--- config.mk ---
export PLATFORM = sky130hd
export DESIGN_NAME = ctrl_pipeline
export DESIGN_NICKNAME = d
export VERILOG_FILES = /design/src/rtl/ctrl_pkg.sv /design/src/rtl/ctrl_hazard_detect.sv /design/src/rtl/ctrl_pipeline.sv
export SDC_FILE = /design/constraint.sdc
export NUM_CORES = 1
export LEC_CHECK = 0
export ABC_AREA = 1
export BUFFER_PORTS_ARGS = -buffer_cell sky130_fd_sc_hd__buf_2
export CORE_MARGIN = 2
export CORE_UTILIZATION = 52
export CTS_CLUSTER_DIAMETER = 50
export DETAILED_ROUTE_END_ITERATION = 8
export PLACE_DENSITY_LB_ADDON = 0.25
export SLEW_MARGIN = 20
export SYNTH_ARGS = -nofsm -noshare
export SYNTH_HDL_FRONTEND = slang
export SYNTH_HIERARCHICAL = 1
export SYNTH_SLANG_ARGS = --single-unit
export TNS_END_PERCENT = 30
--- constraint.sdc ---
create_clock -name clk -period 3.3 [get_ports clk]
set_input_delay 0 -clock clk [delete_from_list [all_inputs] [get_ports clk]]
set_output_delay 0 -clock clk [all_outputs]
set_load 0.01 [all_outputs]
--- src/rtl/ctrl_pkg.sv ---
`default_nettype none
// +--------------------------------------------------------------------+
// | ctrl_pkg: control bundle type, field indices and forwarding codes  |
// | Revision: 1.0                                                      |
// +--------------------------------------------------------------------+
package ctrl_pkg;

    typedef struct packed {
        logic reg_wren;
        logic mem_to_reg;
        logic mem_wr;
        logic alu_src;
        logic reg_dst;
        logic branch;
    } ctrl_t;

    localparam int CTRL_W          = 6;
    localparam int CTRL_REG_WREN   = 5;
    localparam int CTRL_MEM_TO_REG = 4;
    localparam int CTRL_MEM_WR     = 3;
    localparam int CTRL_ALU_SRC    = 2;
    localparam int CTRL_REG_DST    = 1;
    localparam int CTRL_BRANCH     = 0;

    localparam logic [1:0] FWD_RF  = 2'b00;
    localparam logic [1:0] FWD_WB  = 2'b01;
    localparam logic [1:0] FWD_MEM = 2'b10;

    localparam int REG_ZERO = 0;

endpackage
`default_nettype wire

--- src/rtl/ctrl_hazard_detect.sv ---
`default_nettype none
// +--------------------------------------------------------------------+
// | ctrl_hazard_detect: load-use, taken-branch and EX forwarding logic |
// | Revision: 1.0                                                      |
// +--------------------------------------------------------------------+
module ctrl_hazard_detect
    import ctrl_pkg::*;
#(
    parameter int REG_ADDR_W = 4
) (
    input  logic                  id_valid,
    input  logic [REG_ADDR_W-1:0] id_rs,
    input  logic [REG_ADDR_W-1:0] id_rt,
    input  logic                  id_uses_rs,
    input  logic                  id_uses_rt,
    input  logic                  ex_valid,
    input  logic                  ex_mem_to_reg,
    input  logic                  ex_branch,
    input  logic [REG_ADDR_W-1:0] ex_rd,
    input  logic [REG_ADDR_W-1:0] ex_rs,
    input  logic [REG_ADDR_W-1:0] ex_rt,
    input  logic                  ex_branch_taken,
    input  logic                  mem_valid,
    input  logic                  mem_reg_wren,
    input  logic                  mem_mem_to_reg,
    input  logic [REG_ADDR_W-1:0] mem_rd,
    input  logic                  wb_valid,
    input  logic                  wb_reg_wren,
    input  logic [REG_ADDR_W-1:0] wb_rd,
    output logic                  luse,
    output logic                  take,
    output logic [1:0]            fwd_a,
    output logic [1:0]            fwd_b
);

    localparam logic [REG_ADDR_W-1:0] ZERO_REG = REG_ADDR_W'(REG_ZERO);

    logic ex_load_live;
    logic mem_can_fwd;
    logic wb_can_fwd;

    assign ex_load_live = ex_valid & ex_mem_to_reg & (ex_rd != ZERO_REG);

    assign luse = ex_load_live & id_valid &
                  ((id_uses_rs & (id_rs == ex_rd)) | (id_uses_rt & (id_rt == ex_rd)));

    assign take = ex_valid & ex_branch & ex_branch_taken;

    // A load in MEM has no data yet, so it is never a forwarding source.
    assign mem_can_fwd = mem_valid & mem_reg_wren & ~mem_mem_to_reg & (mem_rd != ZERO_REG);
    assign wb_can_fwd  = wb_valid & wb_reg_wren & (wb_rd != ZERO_REG);

    always_comb begin
        fwd_a = FWD_RF;
        if (wb_can_fwd && (wb_rd == ex_rs)) begin
            fwd_a = FWD_WB;
        end
        if (mem_can_fwd && (mem_rd == ex_rs)) begin
            fwd_a = FWD_MEM;
        end

        fwd_b = FWD_RF;
        if (wb_can_fwd && (wb_rd == ex_rt)) begin
            fwd_b = FWD_WB;
        end
        if (mem_can_fwd && (mem_rd == ex_rt)) begin
            fwd_b = FWD_MEM;
        end
    end

endmodule
`default_nettype wire

--- src/rtl/ctrl_pipeline.sv ---
`default_nettype none
// +--------------------------------------------------------------------+
// | ctrl_pipeline: ID->EX->MEM->WB control bundle pipe, flow control,  |
// | forwarding selects and saturating stall/flush counters.            |
// | Revision: 1.0                                                      |
// +--------------------------------------------------------------------+
module ctrl_pipeline
    import ctrl_pkg::*;
#(
    parameter int REG_ADDR_W = 4,
    parameter int CNT_W      = 16
) (
    input  logic                  clk,
    input  logic                  rst_n,
    input  logic                  id_valid,
    input  logic [5:0]            id_ctrl,
    input  logic [REG_ADDR_W-1:0] id_rs,
    input  logic [REG_ADDR_W-1:0] id_rt,
    input  logic [REG_ADDR_W-1:0] id_rd,
    input  logic                  id_uses_rs,
    input  logic                  id_uses_rt,
    input  logic                  ex_branch_taken,
    input  logic                  mem_busy,
    input  logic                  cnt_clr,
    output logic                  stall_if_id,
    output logic                  flush_if_id,
    output logic                  ex_valid,
    output logic [5:0]            ex_ctrl,
    output logic [REG_ADDR_W-1:0] ex_rd,
    output logic                  mem_valid,
    output logic [5:0]            mem_ctrl,
    output logic [REG_ADDR_W-1:0] mem_rd,
    output logic                  wb_valid,
    output logic [5:0]            wb_ctrl,
    output logic [REG_ADDR_W-1:0] wb_rd,
    output logic [1:0]            fwd_a,
    output logic [1:0]            fwd_b,
    output logic [CNT_W-1:0]      stall_cnt,
    output logic [CNT_W-1:0]      flush_cnt
);

    logic                  ex_valid_q,  ex_valid_d;
    ctrl_t                 ex_ctrl_q,   ex_ctrl_d;
    logic [REG_ADDR_W-1:0] ex_rd_q,     ex_rd_d;
    logic [REG_ADDR_W-1:0] ex_rs_q,     ex_rs_d;
    logic [REG_ADDR_W-1:0] ex_rt_q,     ex_rt_d;
    logic                  mem_valid_q, mem_valid_d;
    ctrl_t                 mem_ctrl_q,  mem_ctrl_d;
    logic [REG_ADDR_W-1:0] mem_rd_q,    mem_rd_d;
    logic                  wb_valid_q,  wb_valid_d;
    ctrl_t                 wb_ctrl_q,   wb_ctrl_d;
    logic [REG_ADDR_W-1:0] wb_rd_q,     wb_rd_d;
    logic [CNT_W-1:0]      stall_cnt_q, stall_cnt_d;
    logic [CNT_W-1:0]      flush_cnt_q, flush_cnt_d;

    logic luse;
    logic take;

    ctrl_hazard_detect #(
        .REG_ADDR_W (REG_ADDR_W)
    ) u_hazard (
        .id_valid        (id_valid),
        .id_rs           (id_rs),
        .id_rt           (id_rt),
        .id_uses_rs      (id_uses_rs),
        .id_uses_rt      (id_uses_rt),
        .ex_valid        (ex_valid_q),
        .ex_mem_to_reg   (ex_ctrl_q.mem_to_reg),
        .ex_branch       (ex_ctrl_q.branch),
        .ex_rd           (ex_rd_q),
        .ex_rs           (ex_rs_q),
        .ex_rt           (ex_rt_q),
        .ex_branch_taken (ex_branch_taken),
        .mem_valid       (mem_valid_q),
        .mem_reg_wren    (mem_ctrl_q.reg_wren),
        .mem_mem_to_reg  (mem_ctrl_q.mem_to_reg),
        .mem_rd          (mem_rd_q),
        .wb_valid        (wb_valid_q),
        .wb_reg_wren     (wb_ctrl_q.reg_wren),
        .wb_rd           (wb_rd_q),
        .luse            (luse),
        .take            (take),
        .fwd_a           (fwd_a),
        .fwd_b           (fwd_b)
    );

    always_comb begin
        ex_valid_d  = ex_valid_q;
        ex_ctrl_d   = ex_ctrl_q;
        ex_rd_d     = ex_rd_q;
        ex_rs_d     = ex_rs_q;
        ex_rt_d     = ex_rt_q;
        mem_valid_d = mem_valid_q;
        mem_ctrl_d  = mem_ctrl_q;
        mem_rd_d    = mem_rd_q;
        wb_valid_d  = wb_valid_q;
        wb_ctrl_d   = wb_ctrl_q;
        wb_rd_d     = wb_rd_q;
        stall_cnt_d = stall_cnt_q;
        flush_cnt_d = flush_cnt_q;

        if (!mem_busy) begin
            wb_valid_d  = mem_valid_q;
            wb_ctrl_d   = mem_ctrl_q;
            wb_rd_d     = mem_rd_q;
            mem_valid_d = ex_valid_q;
            mem_ctrl_d  = ex_ctrl_q;
            mem_rd_d    = ex_rd_q;

            // Bubbles carry an all-zero bundle so they can never write.
            if (id_valid && !luse && !take) begin
                ex_valid_d = 1'b1;
                ex_ctrl_d  = ctrl_t'(id_ctrl);
                ex_rd_d    = id_rd;
                ex_rs_d    = id_rs;
                ex_rt_d    = id_rt;
            end else begin
                ex_valid_d = 1'b0;
                ex_ctrl_d  = '0;
                ex_rd_d    = '0;
                ex_rs_d    = '0;
                ex_rt_d    = '0;
            end

            if (take) begin
                if (flush_cnt_q != '1) begin
                    flush_cnt_d = flush_cnt_q + CNT_W'(1);
                end
            end else if (luse) begin
                if (stall_cnt_q != '1) begin
                    stall_cnt_d = stall_cnt_q + CNT_W'(1);
                end
            end
        end

        if (cnt_clr) begin
            stall_cnt_d = '0;
            flush_cnt_d = '0;
        end
    end

    always_ff @(posedge clk or negedge rst_n) begin
        if (!rst_n) begin
            ex_valid_q  <= 1'b0;
            ex_ctrl_q   <= '0;
            ex_rd_q     <= '0;
            ex_rs_q     <= '0;
            ex_rt_q     <= '0;
            mem_valid_q <= 1'b0;
            mem_ctrl_q  <= '0;
            mem_rd_q    <= '0;
            wb_valid_q  <= 1'b0;
            wb_ctrl_q   <= '0;
            wb_rd_q     <= '0;
            stall_cnt_q <= '0;
            flush_cnt_q <= '0;
        end else begin
            ex_valid_q  <= ex_valid_d;
            ex_ctrl_q   <= ex_ctrl_d;
            ex_rd_q     <= ex_rd_d;
            ex_rs_q     <= ex_rs_d;
            ex_rt_q     <= ex_rt_d;
            mem_valid_q <= mem_valid_d;
            mem_ctrl_q  <= mem_ctrl_d;
            mem_rd_q    <= mem_rd_d;
            wb_valid_q  <= wb_valid_d;
            wb_ctrl_q   <= wb_ctrl_d;
            wb_rd_q     <= wb_rd_d;
            stall_cnt_q <= stall_cnt_d;
            flush_cnt_q <= flush_cnt_d;
        end
    end

    // A flush overrides a coincident load-use stall; a memory stall freezes everything.
    assign stall_if_id = mem_busy | (luse & ~take);
    assign flush_if_id = ~mem_busy & take;

    assign ex_valid  = ex_valid_q;
    assign ex_ctrl   = ex_ctrl_q;
    assign ex_rd     = ex_rd_q;
    assign mem_valid = mem_valid_q;
    assign mem_ctrl  = mem_ctrl_q;
    assign mem_rd    = mem_rd_q;
    assign wb_valid  = wb_valid_q;
    assign wb_ctrl   = wb_ctrl_q;
    assign wb_rd     = wb_rd_q;
    assign stall_cnt = stall_cnt_q;
    assign flush_cnt = flush_cnt_q;

endmodule
`default_nettype wire

# Word-level counts from Yosys, hierarchy flattened
# Index checks and enable logic that the tools add are counted.
[op_classes]
n_addsub = 2
bitwise_logic = 20
mux = 18
n_reduce_logical = 17
n_eq_ne = 10
[ops]
columns = ["cell", "n"]
rows = [
  ["$mux 16", 9],
  ["$add 16x1->16 const B", 2],
  ["$ne 16x16->1 const B", 2],
  ["$eq 4x4->1", 6],
  ["$and 1x1->1", 15],
  ["$mux 4", 3],
  ["$reduce_bool 4->1", 3],
  ["$reduce_bool 2->1", 4],
  ["$logic_and 1x1->1", 6],
  ["$mux 6", 1],
  ["$mux 2", 2],
  ["$reduce_and 4->1", 1],
  ["$mux 1", 3],
  ["$not 1->1", 3],
  ["$reduce_and 3->1", 1],
  ["$logic_not 1->1", 2],
  ["$ne 2x1->1 const B", 1],
  ["$ne 2x2->1 const B", 1],
  ["$or 1x1->1", 2],
]
[word_totals]
inputBits = 26
output_inout_bits = 71
reg_bits = 73
elab_cells = 95

# Logic depth before layout (Yosys ltp)
[logic_depth]
depth_word = 8
mapped_depth = 12
mapped_depth_nobuf = 11

# Cells and area by module
# Netlist, hierarchy kept.
[by_module_without_submodules]
columns = ["mod", "n_inst", "cells_each", "area_each_um2"]
rows = [
  ["ctrl_pipeline", 1, 463, 3638.5],
  ["ctrl_hazard_detect", 1, 78, 444.2],
]

# Worst setup path after synthesis
# OpenSTA, ideal clock, no wires.
[synth_path]
kind = "reg2reg"
startpoint = "reg ex_rd_q[1] (netlist: ex_rd[1])"
endpoint = "reg stall_cnt_q[2] (netlist: stall_cnt[2])"
setup_time_ps = 66
arrival_time_ps = 1631
required_ps = 3234
slack_ps = 1603
stages_incl_launch_ff = 12
n_path_buf = 1
cell_sequence = "dfrtp_1 > inv_1 > nand2_1 > nand2_1 > nor2_1 > nand3_1 > a21oi_2 > nand3_1 > nor2_4 > buf_2 > nand4_1 > nand2_1"
[synth_between]
elab_chain_len = 6
[synth_rtl]
columns = ["element", "line", "source"]
rows = [
  ["start, declared", "ctrl_pipeline.sv:44", "logic [REG_ADDR_W-1:0] ex_rd_q, ex_rd_d;"],
  ["start signal, assigned", "ctrl_pipeline.sv:160", "ex_rd_q <= ex_rd_d;"],
  ["$eq 4x4->1 or $reduce_bool 4->1 (tied branches)", "ctrl_hazard_detect.sv:45, ctrl_hazard_detect.sv:42", ""],
  ["$and 1x1->1, on equally long branches", "ctrl_hazard_detect.sv:45, ctrl_hazard_detect.sv:42", ""],
  ["$or 1x1->1 or $and 1x1->1 (tied branches)", "ctrl_hazard_detect.sv:45, ctrl_hazard_detect.sv:44", ""],
  ["$and 1x1->1 *", "ctrl_hazard_detect.sv:44", "assign luse = ex_load_live & id_valid &"],
  ["via luse", "ctrl_pipeline.sv:56", "logic luse;"],
  ["$reduce_bool 2->1 (no line) *", "n/a", ""],
  ["$reduce_and 4->1 (no line) *", "n/a", ""],
  ["end signal, assigned", "ctrl_pipeline.sv:169", "stall_cnt_q <= stall_cnt_d;"],
  ["end, declared", "ctrl_pipeline.sv:53", "logic [CNT_W-1:0] stall_cnt_q, stall_cnt_d;"],
]
# Mark *: on every way through the listed nets, which the timed path passes. The rest lies on a longest branch.
# A chain may end at the register's enable or synchronous reset.

# Worst setup path after layout
[layout_path]
startpoint = "reg ex_rd_q[1] (netlist: ex_rd[1])"
endpoint = "reg ex_rs_q[2]"
[layout_between]
elab_chain_len = 8
[layout_rtl]
columns = ["element", "line", "source"]
rows = [
  ["$eq 4x4->1 or $reduce_bool 4->1 (tied branches)", "ctrl_hazard_detect.sv:45, ctrl_hazard_detect.sv:42", ""],
  ["$and 1x1->1, on equally long branches", "ctrl_hazard_detect.sv:45, ctrl_hazard_detect.sv:42", ""],
  ["$or 1x1->1 or $and 1x1->1 (tied branches)", "ctrl_hazard_detect.sv:45, ctrl_hazard_detect.sv:44", ""],
  ["$and 1x1->1 *", "ctrl_hazard_detect.sv:44", ""],
  ["via luse", "ctrl_pipeline.sv:56", ""],
  ["$logic_not 1->1 *", "ctrl_pipeline.sv:111", "if (id_valid && !luse && !take) begin"],
  ["$logic_and 1x1->1 * (2 in series)", "ctrl_pipeline.sv:111", ""],
  ["$mux 4 *", "ctrl_pipeline.sv:111", ""],
  ["end signal, assigned", "ctrl_pipeline.sv:161", "ex_rs_q <= ex_rs_d;"],
  ["end, declared", "ctrl_pipeline.sv:45", "logic [REG_ADDR_W-1:0] ex_rs_q, ex_rs_d;"],
]
# Marks and branches as above.

==> out/metrics.csv <==
metric;value;unit
global-route wire length before repair;17440;um
area grow syn2layout;22.40;%
Max Clk Rate;475.5;MHz
# H-tree levels;3;
post-route antenna net violation count;0;
share of post-route cells with drive strength above 1;0.2219;
number of global-route vias before repair;3837;
Worst-Margin Slew;0.9670;ns
total count of hold-check failures in the final report;0;
total wirelength of the detailed-routed design;9996;um
cell area power density;385.9;nW/um^2
most common cell after layout, fill and taps aside;sky130_fd_sc_hd__nand2_1;
Global Route Usage Sum;0.2519;
HP Start;cnt_clr;
global route overflow;0;
detail-routed via count per cell;5.211;
via count of the routed design;3960;
diode count;0;
global placement routability congestion;0.8903;
run status;finished clean;
path depth of the worst reg2reg path;8;
critical path type;register to register;
total of endpoints with negative setup slack in the final report;0;
fill count;697;
Clock Path Buffers;2;
post-route minimum period;2.103;ns
commonest non-fill, non-tap cells in the layout;185 x sky130_fd_sc_hd__nand2_1, 96 x sky130_fd_sc_hd__buf_2, 73 x sky130_fd_sc_hd__dfrtp_1;
half-perimeter wire length after placement;7003;um
Min-Delay Path Depth;4;
cell breakdown of the critical path;inv_1 > o21ai_0 > nor2_1 > nand3_1 > a21oi_2 > inv_1 > nand4_1 > o21ai_0;
combinational share of power;0.150;
gate count of the mapped netlist;541;
worst vdd rail ir drop;0.2754;mV
# DRC;0;
Worst Hold Path EP;stall_cnt[7];
met2 wire length;4814;um
die area;8576;sq um
I/O pin count;97;
Leak;2.712;nW
critical path required time;3.54;ns
Avg WL per Cell;13.15;um
worst reg-to-reg setup slack;1.20;ns
power spent charging and discharging nets;589.3;uW
maximum number of pins on one net before global-route repair;44;
sequential element share of the synthesized area;0.4474;
reg-to-reg critical path endpoint;ex_rs_q[2];
number of max-cap violations;0;
Std-Cell Rows;32;
PortBufs;96;
Core Box Area;7647;sq um
Mapped Nets;569;
total of warnings raised by yosys;6;
Placed Instance Area;4628;sq um
Reg2Reg Launch Point;ex_rd[1];
number of buffers inserted during clock tree synthesis;9;
wl on met1;4501;um
CP max stage delay;0.59;ns
ratio of final minimum period to clock period;0.6372;
final instance area;4997;sq um
master cell of the clock root buffer;sky130_fd_sc_hd__clkbuf_8;
Final #Nets;681;
type of destination of the critical path;register;
final total negative setup slack;0;ns
Die H;92.61;um
FF+latch count, synth;73;
starting density of the core;0.5339;
cell with the largest stage delay on the worst path;sky130_fd_sc_hd__nand4_1;
average instance area after synthesis;7.547;sq um
clock tree from TritonCTS;yes;
clock-pin slew on the worst setup and hold paths;0.08;ns
starting DRC count in detailed routing;183;
number of different library cells in the post-synthesis netlist;29;
overall die width;92.61;um
CP Data Arrival Time;2.34;ns
final max-slew violation count;0;
WL met3;529;um
highest layer used for signal routing;met4;
class of the tightest hold or removal check;input port to register;
Int Power;1.339;mW
share of total power in sequential cells;0.521;
length of the first detailed-routing pass in iterations;5;
Worst Setup Start Kind;register;
clock insertion delay at the later pin of the skew report;0.35;ns
Switching Fraction;0.3056;
setup repair after global routing missed its margin;false;
clk sinks;73;
Final Skew;0.006364;ns
post-cts gate resize count;0;
Crit Path Max Fanout;19;
power share of the clock group;0.329;
initial antenna violation count;0;
mapped cell area;4083;sq um
max-slew headroom at the worst pin;0.3546;
[metal layers]
layer / GRT usage / vias up
li1: - / 1946
met1: 0.3371 / 1870
met2: 0.4161 / 126
met3: 0.03987 / 18
met4: 0.09080 / 0
met5: 0 / -
[what timing repair did]
action,4_1_cts,5_1_grt
hold buffers,19,0
hold endpoints to repair,53,0
setup buffers,0,0
[kinds of logic (layout without fill, tap and decap cells)]
| family | after synthesis | after routing | synth area share |
|---|---|---|---|
| fa+ha+maj | 2 | 2 | 0.006128 |
| flops | 73 | 73 | 0.4474 |
| simple gates | 322 | 322 | 0.3555 |
| xor+xnor | 25 | 25 | 0.05363 |
| compound gates | 42 | 42 | 0.06007 |
| buf+inv | 77 | 194 | 0.07723 |
[how the worst max path moves through the flow]
stage / start / to / slack (ns) / depth (start not counted)
4_1_cts: ex_rd[1] / ex_rs_q[2] / 1.19 / 9
5_1_grt: ex_rd[1] / ex_rt_q[3] / 0.95 / 8
6_report: ex_rd[1] / ex_rs_q[2] / 1.20 / 8
3_3_place_gp: ex_rd[1] / ex_rt_q[1] / 1.31 / 9
3_5_place_dp: ex_rd[1] / ex_rs_q[2] / 1.23 / 9
2_1_floorplan: ex_rd[1] / stall_cnt[2] / 1.60 / 11
[metrics by stage]
step / setup slack [ns] / power [mW] / cells / util / hold WS [ns]
finish: 1.197 / 1.928 / 760 / 0.6535 / 0.06850
global route: 0.9535 / 2.027 / 760 / 0.6535 / 0.07944
CTS: 1.190 / 1.947 / 760 / 0.6535 / 0.05878
detailed placement: 1.227 / 1.294 / 725 / 0.6052 / 0.1642
global placement: 1.313 / 1.283 / 725 / 0.6052 / 0.1589
floorplan: 1.603 / 1.171 / 541 / - / -0.2956
[power by group through the flow]
stage	combinational, mW	clock [mW]	sequential, mW
after floorplan	0.140	0	1.03
after global placement	0.263	0	1.02
after detailed placement	0.272	0	1.02
after CTS	0.289	0.653	1.01
after global routing	0.322	0.691	1.01
final	0.289	0.634	1.01
[registers in the layout (all words and copies together), names as in the netlist]
| name | count |
|---|---|
| ex_ctrl | 6 |
| ex_rd | 4 |
| ex_rs_q | 4 |
| ex_rt_q | 4 |
| ex_valid | 1 |
| flush_cnt | 16 |
| mem_ctrl | 6 |
| mem_rd | 4 |
| mem_valid | 1 |
| stall_cnt | 16 |
| wb_ctrl | 6 |
| wb_rd | 4 |
| wb_valid | 1 |
[layout make-up]
type                    count  area, sq um  area share
multi-input cells         391         1941      0.3883
flip-flops and latches     73         1827      0.3655
repair buffers            116        690.7      0.1382
inverters                  62        232.7     0.04657
well taps                 102        127.6     0.02554
clock buffers               9        123.9     0.02479
clock inverters             7        55.05     0.01102
[worst max-delay path: cells and delay by family (launching register included)]
family	cells	cell delay, ns
buffers and inverters	2	0.16
AND/OR/NAND/NOR	3	0.74
AO/OA/AOI/OAI	3	0.70
flip-flops	1	0.39
[synthesized netlist by cell type]
master                     count  area [sq um]
sky130_fd_sc_hd__nor2_4        4         45.04
sky130_fd_sc_hd__inv_1        57         214.0
sky130_fd_sc_hd__nand4_1      34         212.7
sky130_fd_sc_hd__xor2_1       23         201.4
sky130_fd_sc_hd__nand3_2       1         10.01
sky130_fd_sc_hd__nor2_1       50         187.7
sky130_fd_sc_hd__dfrtp_1      73          1827
sky130_fd_sc_hd__o21bai_1      6         45.04
sky130_fd_sc_hd__o21ai_0      24         120.1
sky130_fd_sc_hd__inv_2         5         18.77
sky130_fd_sc_hd__nand4_4       1         21.27
sky130_fd_sc_hd__xnor2_1       2         17.52
sky130_fd_sc_hd__nand2_1     185         694.4
sky130_fd_sc_hd__buf_6         1         11.26
sky130_fd_sc_hd__nand2_2       4         25.02
sky130_fd_sc_hd__nor2_2       10         62.56
sky130_fd_sc_hd__ha_1          2         25.02
sky130_fd_sc_hd__clkbuf_1      8         30.03
sky130_fd_sc_hd__buf_8         1         15.01
sky130_fd_sc_hd__buf_2         3         15.01
sky130_fd_sc_hd__a21oi_2       2         17.52
sky130_fd_sc_hd__nand3b_1      2         15.01
sky130_fd_sc_hd__o22ai_1      10         62.56
sky130_fd_sc_hd__nand3_1      24         120.1
sky130_fd_sc_hd__and3_1        1         6.260
sky130_fd_sc_hd__buf_1         1         3.750
sky130_fd_sc_hd__nor2_8        1         20.02
sky130_fd_sc_hd__buf_4         1         7.510
sky130_fd_sc_hd__or2_2         5         31.28
Note: power is estimated with default switching activity, not from simulation.
